**config.mk**
```make
export PLATFORM = sky130hd
export DESIGN_NAME = serial_rx
export DESIGN_NICKNAME = d
export VERILOG_FILES = /design/src/rtl/serial_rx.sv
export SDC_FILE = /design/constraint.sdc
export NUM_CORES = 1
export LEC_CHECK = 0
export BUFFER_PORTS_ARGS = -buffer_cell sky130_fd_sc_hd__buf_2
export CORE_MARGIN = 4
export CORE_UTILIZATION = 51
export CTS_CLUSTER_DIAMETER = 30
export DETAILED_ROUTE_END_ITERATION = 6
export GPL_TIMING_DRIVEN = 0
export PLACE_DENSITY = 0.8
export RECOVER_POWER = 100
export SYNTH_ARGS = -nofsm -noshare
export SYNTH_HDL_FRONTEND = slang
export SYNTH_SLANG_ARGS = --single-unit
```
**constraint.sdc**
```tcl
create_clock -name clk -period 2.5 [get_ports clk]
set_input_delay 0.5 -clock clk [delete_from_list [all_inputs] [get_ports clk]]
set_output_delay 0.5 -clock clk [all_outputs]
set_load 0.05 [all_outputs]
```
**src/rtl/serial_rx.sv**
```systemverilog
// ---------------------------------------------------------------------------
// serial_rx : UART receiver, 16x oversampled, LSB first.
//
// Frame: start bit, TRANSBIT data bits, optional parity bit, STOPBIT stop bits.
// A finished word is held on a valid/ready handshake together with its
// parity and framing status. A word that completes while the previous word
// is still held is dropped, and the sticky overrun flag is raised.
//
// Ports:
//   clk         system clock, rising edge
//   rst_n       asynchronous active-low reset
//   rx_in       serial line, idles high, asynchronous to clk
//   rx_data     received word
//   rx_valid    rx_data and the status flags are valid
//   rx_ready    consumer takes the word when rx_valid && rx_ready
//   parity_err  parity mismatch on the held word
//   frame_err   a stop bit was sampled low on the held word
//   rx_overrun  a frame was dropped because the held word was not taken
//   rx_busy     a frame is being received
// ---------------------------------------------------------------------------
module serial_rx #(
    parameter int CLK_FREQ    = 100000000,
    parameter int BAUD        = 9600,
    parameter int TRANSBIT    = 8,
    parameter int STOPBIT     = 2,
    parameter int PARITY_MODE = 2
) (
    input  logic                clk,
    input  logic                rst_n,
    input  logic                rx_in,
    output logic [TRANSBIT-1:0] rx_data,
    output logic                rx_valid,
    input  logic                rx_ready,
    output logic                parity_err,
    output logic                frame_err,
    output logic                rx_overrun,
    output logic                rx_busy
);

    localparam int          DIV       = CLK_FREQ / (BAUD * 16);
    localparam logic [15:0] DIV_LAST  = 16'(DIV - 1);
    localparam logic [2:0]  LAST_BIT  = 3'(TRANSBIT - 1);
    localparam logic        LAST_STOP = 1'(STOPBIT - 1);

    typedef enum logic [2:0] {IDLE, START, DATA, PARITY, STOP} state_e;

    state_e state_q, state_d;

    logic                rx_meta_q, rxs_q;
    logic [15:0]         div_cnt_q;
    logic [3:0]          samp_cnt_q;
    logic [2:0]          bit_cnt_q;
    logic                stop_cnt_q;
    logic [TRANSBIT-1:0] shift_q;
    logic                par_err_q, frm_err_q;
    logic                armed_q;
    logic [TRANSBIT-1:0] rx_data_q;
    logic                rx_valid_q, parity_err_q, frame_err_q, overrun_q;

    logic tick, mid, start_det, frame_done, exp_par, handshake;

    // Two-flop synchroniser; reset to the idle line level so no false start.
    always_ff @(posedge clk or negedge rst_n) begin
        if (!rst_n) begin
            rx_meta_q <= 1'b1;
            rxs_q     <= 1'b1;
        end else begin
            // NOTE: sequential state uses non-blocking assignments so every
            // flop samples the pre-edge value of its neighbours.
            rx_meta_q <= rx_in;
            rxs_q     <= rx_meta_q;
        end
    end

    assign tick = (div_cnt_q == DIV_LAST);
    // Every sample (start check, data, parity, stop) lands on count 7.
    assign mid  = tick && (samp_cnt_q == 4'd7);

    // ---------------- FSM: state register ----------------
    always_ff @(posedge clk or negedge rst_n) begin
        if (!rst_n) state_q <= IDLE;
        else        state_q <= state_d;
    end

    // ---------------- FSM: next state ----------------
    always_comb begin
        // NOTE: default first so every path assigns state_d and no latch forms.
        state_d = state_q;
        case (state_q)
            IDLE:   if (armed_q && !rxs_q) state_d = START;
            START:  if (mid) state_d = rxs_q ? IDLE : DATA;
            DATA:   if (mid && bit_cnt_q == LAST_BIT)
                        state_d = (PARITY_MODE == 0) ? STOP : PARITY;
            PARITY: if (mid) state_d = STOP;
            STOP:   if (mid && stop_cnt_q == LAST_STOP) state_d = IDLE;
            default: state_d = IDLE;
        endcase
    end

    // ---------------- FSM: outputs ----------------
    always_comb begin
        rx_busy    = (state_q != IDLE);
        start_det  = (state_q == IDLE) && armed_q && !rxs_q;
        frame_done = (state_q == STOP) && mid && (stop_cnt_q == LAST_STOP);
    end

    always_comb begin
        exp_par = 1'b0;
        case (PARITY_MODE)
            1:       exp_par = ^shift_q;
            2:       exp_par = ~^shift_q;
            3:       exp_par = 1'b1;
            default: exp_par = 1'b0;
        endcase
    end

    // Baud tick divider and per-bit counters; both realign on start detection.
    always_ff @(posedge clk or negedge rst_n) begin
        if (!rst_n) begin
            div_cnt_q  <= '0;
            samp_cnt_q <= '0;
            bit_cnt_q  <= '0;
            stop_cnt_q <= 1'b0;
            shift_q    <= '0;
            par_err_q  <= 1'b0;
            frm_err_q  <= 1'b0;
            armed_q    <= 1'b0;
        end else begin
            if (start_det || tick) div_cnt_q <= '0;
            else                   div_cnt_q <= div_cnt_q + 16'd1;

            if (start_det) samp_cnt_q <= '0;
            else if (tick) samp_cnt_q <= samp_cnt_q + 4'd1;

            // Arming needs a high line in IDLE; a held-low break stays disarmed.
            if (state_q == IDLE && rxs_q) armed_q <= 1'b1;
            else if (start_det)           armed_q <= 1'b0;
            else if (frame_done)          armed_q <= rxs_q;

            if (start_det) begin
                bit_cnt_q  <= '0;
                stop_cnt_q <= 1'b0;
                par_err_q  <= 1'b0;
                frm_err_q  <= 1'b0;
            end else if (mid) begin
                case (state_q)
                    DATA: begin
                        shift_q   <= {rxs_q, shift_q[TRANSBIT-1:1]};
                        bit_cnt_q <= bit_cnt_q + 3'd1;
                    end
                    PARITY: par_err_q <= (rxs_q != exp_par);
                    STOP: begin
                        stop_cnt_q <= ~stop_cnt_q;
                        if (!rxs_q) frm_err_q <= 1'b1;
                    end
                    default: ;
                endcase
            end
        end
    end

    // Output holding register and handshake.
    assign handshake = rx_valid_q && rx_ready;

    always_ff @(posedge clk or negedge rst_n) begin
        if (!rst_n) begin
            rx_data_q    <= '0;
            rx_valid_q   <= 1'b0;
            parity_err_q <= 1'b0;
            frame_err_q  <= 1'b0;
            overrun_q    <= 1'b0;
        end else if (frame_done && (!rx_valid_q || handshake)) begin
            // Slot is free (or freed this cycle): load the new word.
            rx_data_q    <= shift_q;
            rx_valid_q   <= 1'b1;
            parity_err_q <= par_err_q;
            frame_err_q  <= frm_err_q | ~rxs_q;   // include the final stop sample
            if (handshake) overrun_q <= 1'b0;
        end else if (frame_done) begin
            overrun_q <= 1'b1;                      // held word not taken: drop
        end else if (handshake) begin
            rx_valid_q <= 1'b0;
            overrun_q  <= 1'b0;
        end
    end

    assign rx_data    = rx_data_q;
    assign rx_valid   = rx_valid_q;
    assign parity_err = parity_err_q;
    assign frame_err  = frame_err_q;
    assign rx_overrun = overrun_q;

endmodule

```
== After elaboration in Yosys (flattened, before gate mapping) ==
Cells that the tools add are included.
Operators by class
  bitwise operators: 4
  mux-type cells: 32
  add/sub/neg operators: 3
  reduce and logical (&&, ||, !) cells: 32
  eq/ne operators: 15
Operators with widths (count)
  $mux 3: 8
  $mux 1: 19
  $add 16x1->16 const B: 1
  $eq 16x10->1 const B: 1
  $mux 16: 1
  $pmux 3 s5: 1
  $reduce_bool 2->1: 6
  $logic_and 1x1->1: 11
  $ne 2x2->1 const B: 5
  $mux 4: 2
  $reduce_and 2->1: 4
  $reduce_xnor 8->1: 1
  $eq 3x2->1 const B: 2
  $eq 3x3->1 const B: 2
  $reduce_and 3->1: 2
  $reduce_bool 3->1: 2
  $reduce_and 5->1: 1
  $add 4x1->4 const B: 1
  $eq 4x3->1 const B: 1
  $ne 2x1->1 const B: 2
  $add 3x1->3 const B: 1
  $eq 3x1->1 const B: 1
  $logic_not 3->1: 1
  $not 1->1: 3
  other kinds (5): 7
Word-level totals
  logic and storage cells: 102
  flip-flop bits (word level): 52

== Longest topological paths before layout ==
  depth in word-level cells: 7
  depth in mapped cells: 8

== Worst setup path before layout ==
Ideal clock, no wire load.
  path type: flip-flop to flip-flop
  from: reg div_cnt_q[8]
  to: reg frame_err_q (netlist: frame_err)
  library setup time: 0.125 ns
  path buffers: 0
  period minus slack after synthesis: 2.662 ns
  required time: 2.375 ns
  stages on the path, launching flop included: 5
  data arrival time: 2.537 ns
  setup slack: -0.162 ns
  cell sequence: dfrtp_1 or4b_2 or4_4 nor4_4 mux2_2
On the way
  longest elaborated chain between the ends: 5
RTL lines
  from (decl): line 50  | logic [15:0] div_cnt_q;
  from (signal assigned): line 130  | else div_cnt_q <= div_cnt_q + 16'd1;
  $eq 16x10->1: line 75  | assign tick = (div_cnt_q == DIV_LAST);
  $logic_and 1x1->1: line 77  | assign mid = tick && (samp_cnt_q == 4'd7);
  $logic_and 1x1->1 (2 in series): line 104  | frame_done = (state_q == STOP) && mid && (stop_cnt_q == LAST_STOP);
  $logic_and 1x1->1: line 172  | end else if (frame_done && (!rx_valid_q || handshake)) begin
  to (signal assigned): line 177  | frame_err_q <= frm_err_q | ~rxs_q;
  to (decl): line 58  | logic rx_valid_q, parity_err_q, frame_err_q, overrun_q;
No other way between the ends.
A chain may end at the register's enable or synchronous reset.

== Worst setup path in the final report ==
  from: reg div_cnt_q[11]
  to: reg frm_err_q
On the way
  longest elaborated chain between the ends: 4
RTL lines
  $eq 16x10->1: line 75
  $logic_and 1x1->1: line 77
  $reduce_bool 2->1 (no source line)
  $reduce_and 3->1 (no source line)
  to (signal assigned): line 126  | frm_err_q <= 1'b0;
  to (signal assigned): line 144  | frm_err_q <= 1'b0;
  to (signal assigned): line 154  | if (!rxs_q) frm_err_q <= 1'b1;
  to (decl): line 55  | logic par_err_q, frm_err_q;
No other way between the ends.

==> summary.md <==
Worst hold path
- **Cells on Worst Hold Path** 1
- **classification of the worst-slack hold path** input port to register

Timing
- **unrepaired setup endpoints after global routing** yes
- **Fin Clk Skew** 5.96 ps
- **Relative slew margins** 16.0%
- **final hold violation count** 0
- **final period demand of the worst path** 2460 ps
- **share of the clock period used by the worst path after layout** 98.5%
- **Max Clock Freq** 406 MHz
- **worst-case setup margin in the final layout** 38.7 ps
- **setup violators final** 0
- **Pins Over Slew Limit** 0
- **worst-margin pin slew** 1260 ps

Placement
- **cell total after placement** 290
- **detailed placement HPWL** 3030 µm
- **Post-Place Setup Slack** -172 ps
- **placement-stage cell area** 2610 µm²
- **buffers added on ports** 16
- **gpl congestion** 0.835

Routing
- **Starting DRT DRC Count** 169
- **total wire length** 4700 µm
- **total via count in the routed design** 1746
- **antenna-violating nets left** 0
- **DRC violation count after routing** 0
- **iteration count of the initial detailed-routing pass** 4
- **Routed wire per std cell** 15.4 µm
- **average via count per standard cell** 5.71

Power and ir drop
- **P_int** 1.26 mW
- **Sw Share** 27.0%
- **worst vdd ir** 421 µV
- **combinational share of power** 14.7%
- **share of power burned in the clock network** 28.3%
- **sequential power share** 57.0%
- **Psw** 466 µW
- **leakage power total** 1.29 nW
- **pwr dens** 618 nW/µm²

Run status
- **result of the run** complete, no violations

Logic synthesis
- **Post-Synth XOR/XNOR Area** 7.70%
- **synthesized area divided by synthesized cell count** 11.0 µm²
- **Yosys reg bits** 52
- **number of flops mapped to enable cells by yosys** 0
- **most area-hungry cell type in the Yosys netlist** sky130_fd_sc_hd__dfrtp_1
- **number of warnings reported in the yosys synthesis log** 0
- **fraction of the mapped netlist area in compound gates** 6.28%
- **Cells after Synth** 222
- **cells taking the most area after synthesis** sky130_fd_sc_hd__dfrtp_1, sky130_fd_sc_hd__mux2_2, sky130_fd_sc_hd__xnor2_1
- **Post-Synth Adder-Cell Area** 2.55%
- **post-synthesis sequential area ratio** 53.2%
- **multiplexer share of the synthesized area** 9.59%
- **number of different library cells in the post-synthesis netlist** 39
- **main combinational cell family by area after synthesis** simple AND/OR/NAND/NOR gates
- **Async S/R FF share, synth** 100%
- **most used flip-flop cell after synthesis** sky130_fd_sc_hd__dfrtp_1
- **combined area of all synthesized cells** 2450 µm²
- **Post-Synthesis Net Count** 231
- **portion of synthesized cell area occupied by the leading cell type** 51.0%
- **simple-gate area share of the yosys netlist** 17.9%

Clock tree
- **CTS sink count** 52
- **latest clock arrival within the worst-skew pair** 300 ps
- **number of levels in the clock H-tree** 2
- **number of buffers added by the clock tree synthesis step** 5
- **clock tree from TritonCTS** yes
- **root buffer selected by CTS** sky130_fd_sc_hd__clkbuf_8
- **Clock Tree Buf Depth** 2
- **Clk pin slew, worst setup/hold paths** 90 ps

Global routing
- **antenna violations before repair** 0
- **number of global-route vias before repair** 1677
- **maximum number of pins on one net before global-route repair** 53
- **GRT Util Overall** 16.4%
- **global-route wire length before repair** 7930 µm
- **aggregate global routing overflow** 0

Worst setup path
- **element type at the critical path end** register
- **library cell contributing the largest single delay on the critical path** sky130_fd_sc_hd__or4b_4
- **setup slack of the worst register-to-register path** 40 ps
- **Crit path max-delay family** simple AND/OR/NAND/NOR gates
- **critical path required time** 2730 ps
- **path length in cells of the critical path** 5
- **Startpoint Class** register
- **worst reg2reg path startpoint** div_cnt_q[11]$_DFF_PN0_
- **arrival time of the worst setup path** 2690 ps
- **first element of the critical path** div_cnt_q[11]$_DFF_PN0_
- **CP Buf/Inv Count** 1
- **crit path max fanout** 7
- **Crit Path Category** register to register
- **Worst path max stage delay** 590 ps
- **R2R depth** 5
- **destination of the worst register-to-register timing path** frm_err_q$_DFFE_PN0P_
- **termination of the worst setup path** frm_err_q$_DFFE_PN0P_
- **cell-by-cell trace of the critical path** or4b_4, or4_4, buf_6, or4_1, a21oi_1

Floorplanning
- **height of the chip** 77.3 µm
- **initial core utilization** 54.4%
- **count of standard-cell rows** 24
- **die area** 5980 µm²
- **# IOs** 17
- **Die W** 77.3 µm
- **standard cell core area** 4500 µm²

Run
- **max-capacitance violation count** 0

Cells and area
- **post-synthesis to final-layout area growth** 14.0%
- **Antenna Diode Count** 0
- **final standard cell area without fillers** 2800 µm²
- **most frequent cells in the layout** sky130_fd_sc_hd__dfrtp_1, sky130_fd_sc_hd__nor2_1, sky130_fd_sc_hd__mux2_2
- **number of cells in the finished layout apart from fillers** 306
- **Final Net Count** 262
- **Core Util, Final** 62.1%
- **most common cell after layout, fill and taps aside** sky130_fd_sc_hd__dfrtp_1
- **fraction of final layout cells sized beyond drive strength 1** 21.7%

-- Yosys cell counts (2+ instances only) --
cell                       count
sky130_fd_sc_hd__nand2_1      13
sky130_fd_sc_hd__nand2b_1      2
sky130_fd_sc_hd__xnor2_1      17
sky130_fd_sc_hd__nor4_1        5
sky130_fd_sc_hd__mux2_2       20
sky130_fd_sc_hd__a21oi_1      11
sky130_fd_sc_hd__nor3_1        4
sky130_fd_sc_hd__dfstp_2       2
sky130_fd_sc_hd__o21ai_0       6
sky130_fd_sc_hd__nand3_1       6
sky130_fd_sc_hd__nand4_1       8
sky130_fd_sc_hd__inv_1        10
sky130_fd_sc_hd__dfrtp_1      50
sky130_fd_sc_hd__o31ai_1       3
sky130_fd_sc_hd__nor2b_1       3
sky130_fd_sc_hd__or3_1         6
sky130_fd_sc_hd__ha_1          5
sky130_fd_sc_hd__xor2_1        2
sky130_fd_sc_hd__clkbuf_1      6
sky130_fd_sc_hd__or4_1         4
sky130_fd_sc_hd__nor2_1       21
-- worst register-to-register path, delay by kind of cell (launching register included) --
| family | cells | cell delay (ps) |
|---|---|---|
| compound gates | 1 | 130 |
| flops | 1 | 450 |
| buf+inv | 1 | 160 |
| simple gates | 3 | 1660 |
-- logic make-up after synthesis --
kind of cell    count (synthesis)
compound gates                 26
fa+ha+maj                       5
xor+xnor                       20
mux                            21
simple gates                   80
buf+inv                        18
flops                          52
-- how the worst min path moves through the flow --
stage	endpoint	startpoint	slack, ps
final	rx_meta_q$_DFF_PN1_	rx_in	290
after global routing	rx_meta_q$_DFF_PN1_	rx_in	270
after CTS	rx_meta_q$_DFF_PN1_	rx_in	280
after detailed placement	rxs_q$_DFF_PN1_	rx_meta_q$_DFF_PN1_	350
after global placement	rxs_q$_DFF_PN1_	rx_meta_q$_DFF_PN1_	350
after floorplan	armed_q$_DFFE_PN0P_	rst_n	200
-- state kept, by name, summed over array words and instances, names as in the netlist, 3 cells and up --
register,cells
bit_cnt_q,3
rx_data,8
samp_cnt_q,4
div_cnt_q,16
state_q,3
shift_q,8
-- power groups by stage --
stage	clock network (mW)	registers [mW]	logic [mW]
after detailed placement	0	1.00	0.203
after floorplan	0	0.982	0.161
final	0.489	0.985	0.253
after global routing	0.545	0.998	0.289
after global placement	0	0.999	0.194
after CTS	0.506	0.986	0.212
-- layer usage --
metal	part of all wire (%)	GRT usage, %	wire length [µm]	vias up
met4	1.9	7.30	87	0
met3	4.4	3.36	206	7
met1	44	22.3	2050	847
met5	0	0	0	-
met2	50	25.6	2360	50
li1	-	-	-	842
-- stage by stage --
| step | hold WS [ps] | setup TNS (ps) | power (mW) |
|---|---|---|---|
| after floorplan | 204 | 0 | 1.14 |
| after global placement | 345 | -2950 | 1.19 |
| after detailed placement | 347 | -3300 | 1.20 |
| after CTS | 282 | -24.3 | 1.70 |
| after global routing | 274 | -104 | 1.83 |
| final | 295 | 0 | 1.73 |
-- cell type report --
cell class,instances,area (µm²)
Buffer,7,36.3
Clock buffer,7,86.3
Clock inverter,1,7.51
Fill cell,354,1710
Inverter,10,37.5
Multi-Input combinational cell,152,1110
Sequential cell,52,1310
Tap cell,52,65.1
Timing Repair Buffer,25,145
-- repair_timing --
item / CTS / global route
gates resized for setup: 3 / 8
hold buffers: 0 / 0
cloned: 0 / 0
endpoints found under the setup margin: 31 / 22
setup buffers: 2 / 7
hold endpoints to repair: 0 / 0
pin swaps: 1 / 7
Power figures use the tool's default switching activity.
